**config.mk**
```make
export PLATFORM = sky130hd
export DESIGN_NAME = sample_accum_ctrl
export DESIGN_NICKNAME = d
export VERILOG_FILES = /design/src/rtl/sample_accum_ctrl.sv
export SDC_FILE = /design/constraint.sdc
export NUM_CORES = 1
export LEC_CHECK = 0
export ABC_AREA = 0
export BUFFER_PORTS_ARGS = -buffer_cell sky130_fd_sc_hd__buf_2
export CORE_ASPECT_RATIO = 1.2
export CORE_MARGIN = 1
export CORE_UTILIZATION = 58
export CTS_CLUSTER_SIZE = 20
export DETAILED_ROUTE_END_ITERATION = 16
export PLACE_DENSITY = 0.86
export SLEW_MARGIN = 5
export SYNTH_ARGS = -nofsm -noshare
export SYNTH_HDL_FRONTEND = slang
export SYNTH_SLANG_ARGS = --single-unit
```
**constraint.sdc**
```tcl
create_clock -name clk -period 3 [get_ports clk]
set_clock_uncertainty 0.1 [all_clocks]
set_input_delay 0 -clock clk [delete_from_list [all_inputs] [get_ports clk]]
set_output_delay 0 -clock clk [all_outputs]
set_load 0.1 [all_outputs]
```
**src/rtl/sample_accum_ctrl.sv**
```systemverilog
// Run sequencer for the 1000-sample counter: clears counter and accumulator on start,
// adds each accepted sample, and publishes the run total with a one-cycle done pulse.
module sample_accum_ctrl #(
  parameter int DATA_W = 16,
  parameter int ACC_W  = 26
) (
  input  logic              clk,
  input  logic              n_rst,
  input  logic              start,
  input  logic              data_ready,
  input  logic [DATA_W-1:0] sample,
  input  logic              one_k_samples,
  output logic              cnt_up,
  output logic              clear,
  output logic              busy,
  output logic              done,
  output logic              overrun,
  output logic [ACC_W-1:0]  sum
);

  typedef enum logic [2:0] {
    IDLE,
    CLEAR,
    WAIT,
    ADD,
    CHECK,
    DONE
  } state_t;

  state_t              state_q;
  logic [ACC_W-1:0]    acc_q;
  logic [ACC_W-1:0]    acc_d;
  logic [DATA_W-1:0]   hold_q;
  logic [ACC_W-1:0]    sum_q;
  logic                cnt_up_q;
  logic                clear_q;
  logic                busy_q;
  logic                done_q;
  logic                overrun_q;

  assign acc_d = acc_q + ACC_W'(hold_q);

  // Control outputs are registered alongside the state, so each one is set on the
  // transition into the state it belongs to and therefore decodes cleanly from it.
  always_ff @(posedge clk or negedge n_rst) begin
    if (!n_rst) begin
      state_q   <= IDLE;
      acc_q     <= '0;
      hold_q    <= '0;
      sum_q     <= '0;
      cnt_up_q  <= 1'b0;
      clear_q   <= 1'b0;
      busy_q    <= 1'b0;
      done_q    <= 1'b0;
      overrun_q <= 1'b0;
    end else begin
      cnt_up_q <= 1'b0;
      clear_q  <= 1'b0;
      done_q   <= 1'b0;
      case (state_q)
        IDLE: begin
          if (start) begin
            state_q <= CLEAR;
            clear_q <= 1'b1;
            busy_q  <= 1'b1;
          end
        end
        CLEAR: begin
          acc_q     <= '0;
          overrun_q <= data_ready;
          state_q   <= WAIT;
        end
        WAIT: begin
          if (data_ready) begin
            hold_q   <= sample;
            cnt_up_q <= 1'b1;
            state_q  <= ADD;
          end
        end
        ADD: begin
          acc_q   <= acc_d;
          state_q <= CHECK;
          if (data_ready) begin
            overrun_q <= 1'b1;
          end
        end
        CHECK: begin
          if (data_ready) begin
            overrun_q <= 1'b1;
          end
          // The counter flag settles one cycle after cnt_up, which is exactly this state.
          if (one_k_samples) begin
            sum_q   <= acc_q;
            done_q  <= 1'b1;
            busy_q  <= 1'b0;
            state_q <= DONE;
          end else begin
            state_q <= WAIT;
          end
        end
        DONE: begin
          state_q <= IDLE;
        end
        default: begin
          busy_q  <= 1'b0;
          state_q <= IDLE;
        end
      endcase
    end
  end

  assign cnt_up  = cnt_up_q;
  assign clear   = clear_q;
  assign busy    = busy_q;
  assign done    = done_q;
  assign overrun = overrun_q;
  assign sum     = sum_q;

endmodule

```
==> impl_metrics.ini, run 1 <==
[synth]
ys_types = 62
ys_warn_count = 0
synthTopCellsByCount = dfrtp_1, nand2_1, mux2_2
syn-num-nets = 411
ys_seq_elements = 76
synthesis.area_sq_mm = 0.00403
synthArstFlopShare = 1.00
synth_most_common_cell = dfrtp_1
synth_cells = 373
synth_enable_flop_cells = 0
synth_top_area_frac = 0.472
synthTopCellsByArea = dfrtp_1, mux2_2, ha_1, nand2_1, o21ai_0
avgSynthCellArea_sq_um = 10.8
yosysSeqAreaShare = 0.472
synthFlopType = dfrtp_1
yosys.area.top_type = dfrtp_1

[clock_network]
clkTransAtPathRegs_ns = 0.08
numCtsBuffers = 9
worst_skew_pair.late_latency_ns = 0.36
cts_root_buf = clkbuf_8
clockBufferDepth = 2
tritoncts = done
cts_num_sinks = 76
cts_max_level = 3

[cells_and_area]
layout-drive-gt1-share = 0.273
fillers = 482
diodes = 0
area_growth_pct = 17.7
final_cell_area_sq_mm = 0.00474
final_nets = 480

[detailed_routing]
drcViolationCount = 0
via_per_inst = 5.92
drt_iter0_drc = 187
wirelength_um = 8530
dr.pass1.iters = 4
antenna_left = 0
routedWlPerCell_um = 16.0
vias = 3148

[power]
ir_drop_uv = 741
p_leak_nw = 2.17
p_per_area_mw_per_mm2 = 1150
totalPowerFinal_w = 0.00547

[global_route]
grt_max_degree = 77
gr-total-overflow = 0
grt_pass1_vias = 3075
grt_pass1_wl_um = 14400
antenna_found_initial = 0
track_usage = 0.258

[sta]
fin_setup_tns_ns = 0
rsz0062_at_grt = false
finalHoldViolCount = 0
worstMarginPinSlew_ns = 0.932
slew_violations = 0
slew_headroom = 0.379
final.min_clock_period_ns = 2.50
setup_viol = 0
fmax_ghz = 0.401
worst_slack_ns = 0.504
fin_crit_sh = 0.832

[status]
status = complete, no violations

[floorplanning]
initial_core_util = 0.613
rows = 32
die_y_um = 93.3
core_area_sq_mm = 0.00657
io-pin-count = 52
die_area_sq_mm = 0.00728
die_x_um = 78.1

[hold_path]
hp-class = in -> async

[setup_path]
end_kind = flip-flop
start_kind = flip-flop
critPathRequiredTime_ns = 3.13
crit_arrival_ns = 2.62
path_max_fanout = 6
ff2ff_path_depth = 9
crit_type = reg -> reg

[flow_run]
drv_cap = 0

[placed_design]
postPlaceCellArea_sq_mm = 0.00433
portBuffers = 51
routabilityCongestion = 0.896
dp_worst_setup_slack_ns = 0.501
dp_hpwl_um = 5890
## final cells by class
cell class | instances | area (sq um) | area share
Clock buffer | 12 | 155 | 0.0328
Clock inverter | 4 | 47.5 | 0.0100
Inverter | 7 | 26.3 | 0.00555
Multi-Input combinational cell | 272 | 2000 | 0.423
Sequential cell | 76 | 1900 | 0.401
Tap cell | 85 | 106 | 0.0225
Timing Repair Buffer | 76 | 495 | 0.105
## sequential cells by signal (all words and copies together) (netlist names)
name and flops:
overrun 1, acc_q 26, clear 1, state_q 3
sum 26, done 1, hold_q 16, cnt_up 1
busy 1
## final timing paths
kind	to	from	slack, ns
worst max-delay path	acc_q[24]$_DFFE_PN0P_	acc_q[0]$_DFFE_PN0P_	0.50
worst min-delay path	hold_q[14]$_DFFE_PN0P_	n_rst	0.23
worst max register to register	acc_q[24]$_DFFE_PN0P_	acc_q[0]$_DFFE_PN0P_	0.50
worst min register to register	acc_q[0]$_DFFE_PN0P_	acc_q[0]$_DFFE_PN0P_	0.40
max in group asynchronous	state_q[1]$_DFFE_PN0P_	n_rst	1.97
min in group clk	hold_q[1]$_DFFE_PN0P_	sample[1]	0.29
## worst max-delay path, cell delays in order, from the launching register on
cell,delay (ns)
dfrtp_1,0.37
ha_1,0.18
inv_1,0.06
fa_1,0.39
nand2b_1,0.18
a21o_1,0.20
a32oi_2,0.28
a211oi_2,0.16
o311ai_1,0.33
nand4_1,0.12
## layout by cell type, fill, tap and decap left out, drive strengths merged, types with 3 or more instances in the layout
cell	count
a21o	4
o311ai	3
or3	3
nor3	7
nand2b	4
inv	7
and3	4
xor2	6
clkbuf	12
o211ai	8
o31ai	3
nor2	10
ha	16
mux2	41
nand2	52
a21oi	23
nand4	3
dfrtp	76
a31oi	3
xnor2	7
o21ai	24
buf	56
and4	3
a2111oi	4
dlygate4sd3	20
nand3	9
o21a	5
## where the power goes
group          leakage, nW  switching [W]  total, W  internal [W]
combinational         1.08        0.00210   0.00302      0.000918
clock                0.102       0.000372  0.000799      0.000427
sequential           0.991       0.000276   0.00165       0.00138
total                 2.17        0.00275   0.00547       0.00272
## what timing repair did
action / in CTS / in global routing
setup buffers: 0 / 0
endpoints found under the hold margin: 97 / 0
hold buffers: 20 / 0
resized for setup: 0 / 0
## cells by family (layout without fill, tap and decap cells)
kind of cell | count (synthesis) | count (layout) | share of synthesized area
simple gates | 105 | 105 | 0.131
buf+inv | 25 | 99 | 0.0298
compound gates | 94 | 94 | 0.165
xor+xnor | 13 | 13 | 0.0283
fa+ha+maj | 17 | 17 | 0.0547
flops | 76 | 76 | 0.472
mux | 43 | 43 | 0.120
## routing by layer
metal	part of all wire	routed length, um	up-vias	track usage
li1	-	-	1496	-
met5	0	0	-	0
met3	0.046	394	27	0.0468
met2	0.49	4150	99	0.418
met4	0.033	284	0	0.150
met1	0.43	3690	1526	0.324
## per-stage QoR
| step | hold slack (ns) | util | cells |
|---|---|---|---|
| 3_5_place_dp | 0.0990 | 0.660 | 496 |
| 5_1_grt | 0.313 | 0.721 | 532 |
| 2_1_floorplan | -0.396 | - | 373 |
| 3_3_place_gp | 0.0966 | 0.660 | 496 |
| 4_1_cts | 0.272 | 0.721 | 532 |
| 6_report | 0.226 | 0.721 | 532 |
No activity file was read; power rests on OpenSTA's default activity.
==> run 2, diff against run 1 <==
Settings changed: CORE_UTILIZATION 58 to 52, PLACE_DENSITY 0.86 to 0.82.
Clock period 3 ns to 2.01 ns, I/O delays scaled along.
==> impl_metrics.ini, run 2 (synthesis gave the netlist of run 1 again) <==
[cells_and_area]
diodes = 0
area_growth_pct = 36.9
final_common_cell = dfrtp_1
final_nets = 547
instances_no_fill = 602
fillers = 458
final_cell_area_sq_mm = 0.00551
final_cell_mix = dfrtp_1, buf_4, nand2_1
layout-drive-gt1-share = 0.432

[floorplanning]
io-pin-count = 52
initial_core_util = 0.547
die_x_um = 82.3
rows = 34
core_area_sq_mm = 0.00736
die_y_um = 98.4
die_area_sq_mm = 0.00810

[sta]
final.min_clock_period_ns = 2.41
slew_violations = 0
worstMarginPinSlew_ns = 0.538
slew_headroom = 0.641
worst_slack_ns = -0.404
setup_viol = 17
rsz0062_at_grt = true
finalHoldViolCount = 0
fmax_ghz = 0.414
fin_crit_sh = 1.20

[flow_run]
drv_cap = 0

[detailed_routing]
drcViolationCount = 0
routedWlPerCell_um = 18.0
antenna_left = 0
drt_iter0_drc = 333
vias = 3551
dr.pass1.iters = 5
wirelength_um = 10900
via_per_inst = 5.90

[global_route]
grt_max_degree = 40
gr-total-overflow = 0
antenna_found_initial = 0
grt_pass1_vias = 3573
track_usage = 0.278
grt_pass1_wl_um = 16800

[placed_design]
dp_hpwl_um = 6640
routabilityCongestion = 0.905
dp_worst_setup_slack_ns = -0.382
portBuffers = 51
postPlaceCellArea_sq_mm = 0.00483
placedCellCount = 555

[clock_network]
clockBufferDepth = 2
numCtsBuffers = 9
cts_num_sinks = 76
cts_root_buf = clkbuf_8
cts_max_level = 3
clkTransAtPathRegs_ns = 0.07
tritoncts = done
worst_skew_pair.late_latency_ns = 0.36

[power]
p_leak_nw = 2.53
swShare = 0.489
seqPwrFrac = 0.254
p_per_area_mw_per_mm2 = 1760
p_int_w = 0.00496
power_frac_clock = 0.104
p_sw_w = 0.00475
ir_drop_uv = 1250
totalPowerFinal_w = 0.00971
p_comb_frac = 0.642

[setup_path]
start_kind = flip-flop
critPathRequiredTime_ns = 2.18
crit_type = reg -> reg
crit_chain = ha_2 -> inv_2 -> fa_2 -> nand2b_4 -> a21o_1 -> a32oi_2 -> buf_4 -> a21oi_1 -> xor2_1 -> o31ai_1
crit_arrival_ns = 2.58
end_kind = flip-flop
critPathSlowestCell = dfrtp_1
path_max_fanout = 3
cpPeakStageDelay_ns = 0.38

[status]
status = finished, violations left
violations = setup timing

[hold_path]
hp-class = in -> async
-- run 2: cell types whose count changed in the layout (fill, tap and decap cells not counted), moves of 4 or more --
| cell | previous run | this run |
|---|---|---|
| a21oi_1 | 21 | 16 |
| a21oi_2 | 2 | 6 |
| buf_4 | 6 | 68 |
| ha_1 | 16 | 6 |
| ha_4 | 0 | 7 |
| o21ai_0 | 22 | 17 |
| o21ai_1 | 2 | 6 |
-- run 2: path summary, 6_finish.rpt --
check                                      start                endpoint  slack (ns)  depth (start not counted)
setup / recovery           hold_q[0]$_DFFE_PN0P_   acc_q[12]$_DFFE_PN0P_       -0.40                         10
hold / removal                             n_rst        cnt_up$_DFF_PN0_        0.07                          2
setup reg to reg           hold_q[0]$_DFFE_PN0P_   acc_q[12]$_DFFE_PN0P_       -0.40                         10
hold reg to reg            acc_q[25]$_DFFE_PN0P_   acc_q[25]$_DFFE_PN0P_        0.39                          1
max in group asynchronous                  n_rst   acc_q[17]$_DFFE_PN0P_        1.13                          3
min in group clk                      sample[10]  hold_q[10]$_DFFE_PN0P_        0.29                          3
-- run 2: final cells by class --
type                    count  area (sq um)  area share
clock inverters             3          15.0     0.00272
repair buffers            143          1030       0.188
flip-flops and latches     76          1900       0.345
multi-input cells         272          2280       0.413
well taps                  90           113      0.0204
inverters                   7          26.3     0.00477
clock buffers              11           141      0.0257
-- run 2: worst max-delay path, delay by kind of cell (launching register included) --
kind | cells | cell delay (ns)
adders and majority gates | 2 | 0.56
AOI/OAI and AO/OA | 4 | 0.72
DFF | 1 | 0.38
and+or+nand+nor | 1 | 0.15
buffers and inverters | 2 | 0.22
xor gates and xnor gates | 1 | 0.18
-- run 2: stage by stage --
stage,TNS (ns),util,hold slack [ns]
floorplan,-0.859,-,-0.396
detailed placement,-2.95,0.656,-0.0881
finish,-4.35,0.749,0.0670
global placement,-1.79,0.656,-0.0975
global route,-5.87,0.749,0.112
CTS,-2.80,0.731,0.0912
-- run 2: per-layer routing --
metal,global-route usage,vias up,part of all wire
met5,0,-,0
met4,0.112,0,0.031
met3,0.0589,33,0.048
met2,0.477,149,0.52
met1,0.329,1727,0.40
li1,-,1642,-
-- run 2: power groups by stage --
stage                     sequential [W]  clock, W  combinational (W)
after global routing             0.00254   0.00109            0.00661
after CTS                        0.00244   0.00101            0.00582
after detailed placement         0.00245         0            0.00540
after floorplan                  0.00373         0            0.00252
final                            0.00247   0.00101            0.00623
after global placement           0.00242         0            0.00527
-- run 2: repair_timing --
item                       4_1_cts  5_1_grt
pin swaps                       17       17
setup buffers                    7        6
gates resized for setup         22       20
setup endpoints to repair       17       19
hold buffers                    20        0
hold endpoints to repair        97        0
==> run 3, diff against run 2 <==
Settings changed: CORE_UTILIZATION 52 to 45, PLACE_DENSITY 0.82 to 0.73.
==> impl_metrics.ini, run 3 (synthesis gave the netlist of run 1 again) <==
[sta]
fmax_ghz = 0.424
setup_viol = 17
worst_slack_ns = -0.350
finalHoldViolCount = 0
final.min_clock_period_ns = 2.36
slew_headroom = 0.666
timing.hold.ws_ns = 0.0448
slew_violations = 0
worstMarginPinSlew_ns = 0.496
rsz0062_at_grt = true
fin_crit_sh = 1.17

[setup_path]
crit_type = reg -> reg
crit_chain = ha_2 -> inv_2 -> fa_2 -> nand2b_4 -> a21o_1 -> a32oi_2 -> buf_4 -> a211oi_4 -> o311ai_1 -> nand4_1
critPathRequiredTime_ns = 2.14
critPathLaunch = hold_q[0]$_DFFE_PN0P_
start_kind = flip-flop
critPathSlowestCell = dfrtp_1
end_kind = flip-flop
crit_arrival_ns = 2.49
cpPeakStageDelay_ns = 0.36
path_max_fanout = 5
rr_startpoint = hold_q[0]$_DFFE_PN0P_

[detailed_routing]
wirelength_um = 9710
drt_iter0_drc = 139
dr.pass1.iters = 4
via_per_inst = 5.38
antenna_left = 0
routedWlPerCell_um = 15.3
vias = 3414
drcViolationCount = 0

[power]
p_comb_frac = 0.640
swShare = 0.480
p_per_area_mw_per_mm2 = 1720
seqPwrFrac = 0.252
ir_drop_uv = 887
power_frac_clock = 0.108
p_int_w = 0.00503
p_leak_nw = 2.56
p_sw_w = 0.00464

[placed_design]
dp_hpwl_um = 6500
routabilityCongestion = 0.883
placedCellCount = 584
portBuffers = 51
dp_worst_setup_slack_ns = -0.329

[cells_and_area]
post-route-util = 0.652
final_nets = 551
fillers = 669
final_cell_mix = dfrtp_1, buf_4, buf_2
area_growth_pct = 39.4
diodes = 0
instances_no_fill = 634
final_common_cell = dfrtp_1
layout-drive-gt1-share = 0.437

[floorplanning]
rows = 37
die_y_um = 106
die_area_sq_mm = 0.00933
initial_core_util = 0.468
die_x_um = 88.4
core_area_sq_mm = 0.00861
io-pin-count = 52

[global_route]
gr-total-overflow = 0
grt_pass1_wl_um = 16100
track_usage = 0.225
antenna_found_initial = 0
grt_max_degree = 41
grt_pass1_vias = 3517

[flow_run]
drv_cap = 0

[clock_network]
cts_num_sinks = 76
tritoncts = done
clockBufferDepth = 2
clkTransAtPathRegs_ns = 0.07
cts_max_level = 3
worst_skew_pair.late_latency_ns = 0.36
numCtsBuffers = 9
cts_root_buf = clkbuf_8

[status]
status = finished, violations left
violations = setup timing

[hold_path]
hp-class = in -> async
==> run 3: cell count changes in the layout (fill, tap and decap cells not counted), moves of 2 or more <==
cell / delta
a21oi_4: +2
nand2_1: -2
o21ai_0: -3
o21ai_1: +3
a21oi_2: -3
buf_4: +5
==> run 3: layer usage <==
| layer | global-route usage | routed length (um) | up-vias |
|---|---|---|---|
| met5 | 0 | 0 | - |
| met4 | 0.107 | 232 | 0 |
| met3 | 0.0399 | 329 | 17 |
| met2 | 0.370 | 4920 | 89 |
| met1 | 0.283 | 4230 | 1667 |
| li1 | - | - | 1641 |
==> run 3: worst paths after layout <==
path                            slack, ns                     end  cells after the start
worst max-delay path                -0.35   acc_q[24]$_DFFE_PN0P_                     10
worst min-delay path                 0.04     sum[21]$_DFFE_PN0P_                      2
worst max register to register      -0.35   acc_q[24]$_DFFE_PN0P_                     10
worst min register to register       0.38   acc_q[25]$_DFFE_PN0P_                      1
max in group asynchronous            1.18    acc_q[4]$_DFFE_PN0P_                      3
min in group clk                     0.30  hold_q[10]$_DFFE_PN0P_                      3
==> run 3: power by group through the flow <==
| stage | registers, W | logic (W) | clock network [W] |
|---|---|---|---|
| floorplan | 0.00373 | 0.00252 | 0 |
| global placement | 0.00243 | 0.00534 | 0 |
| detailed placement | 0.00245 | 0.00541 | 0 |
| CTS | 0.00244 | 0.00584 | 0.00107 |
| global route | 0.00252 | 0.00661 | 0.00113 |
| finish | 0.00244 | 0.00619 | 0.00104 |
==> run 3: layout make-up <==
class / instances / area [sq um] / share of cell area
timing repair buffer: 147 / 1060 / 0.189
sequential: 76 / 1900 / 0.339
clock inverter: 2 / 10.0 / 0.00178
clock buffer: 13 / 159 / 0.0283
multi-input combinational: 272 / 2310 / 0.411
tap: 117 / 146 / 0.0261
inverter: 7 / 26.3 / 0.00468
==> run 3: per-stage QoR <==
stage | total power, W | cell area (sq um) | TNS, ns
global placement | 0.00777 | 4880 | -2.08
global route | 0.0103 | 5610 | -5.77
CTS | 0.00935 | 5480 | -2.92
finish | 0.00967 | 5610 | -3.60
floorplan | 0.00625 | 4090 | -0.859
detailed placement | 0.00786 | 4880 | -2.96
==> run 3: critical path: cells and delay by family (launching register included) <==
| family | cells | cell delay, ns |
|---|---|---|
| flip-flops | 1 | 0.36 |
| adder cells (fa/ha/maj) | 2 | 0.53 |
| AO/OA/AOI/OAI | 4 | 0.79 |
| AND/OR/NAND/NOR | 2 | 0.26 |
| buffers and inverters | 2 | 0.20 |
==> run 3: what timing repair did <==
action,4_1_cts,5_1_grt
hold buffers,20,0
buffers inserted,9,7
gates resized for setup,27,22
endpoints found under the setup margin,18,19
hold endpoints to repair,98,0
pin swaps,25,22
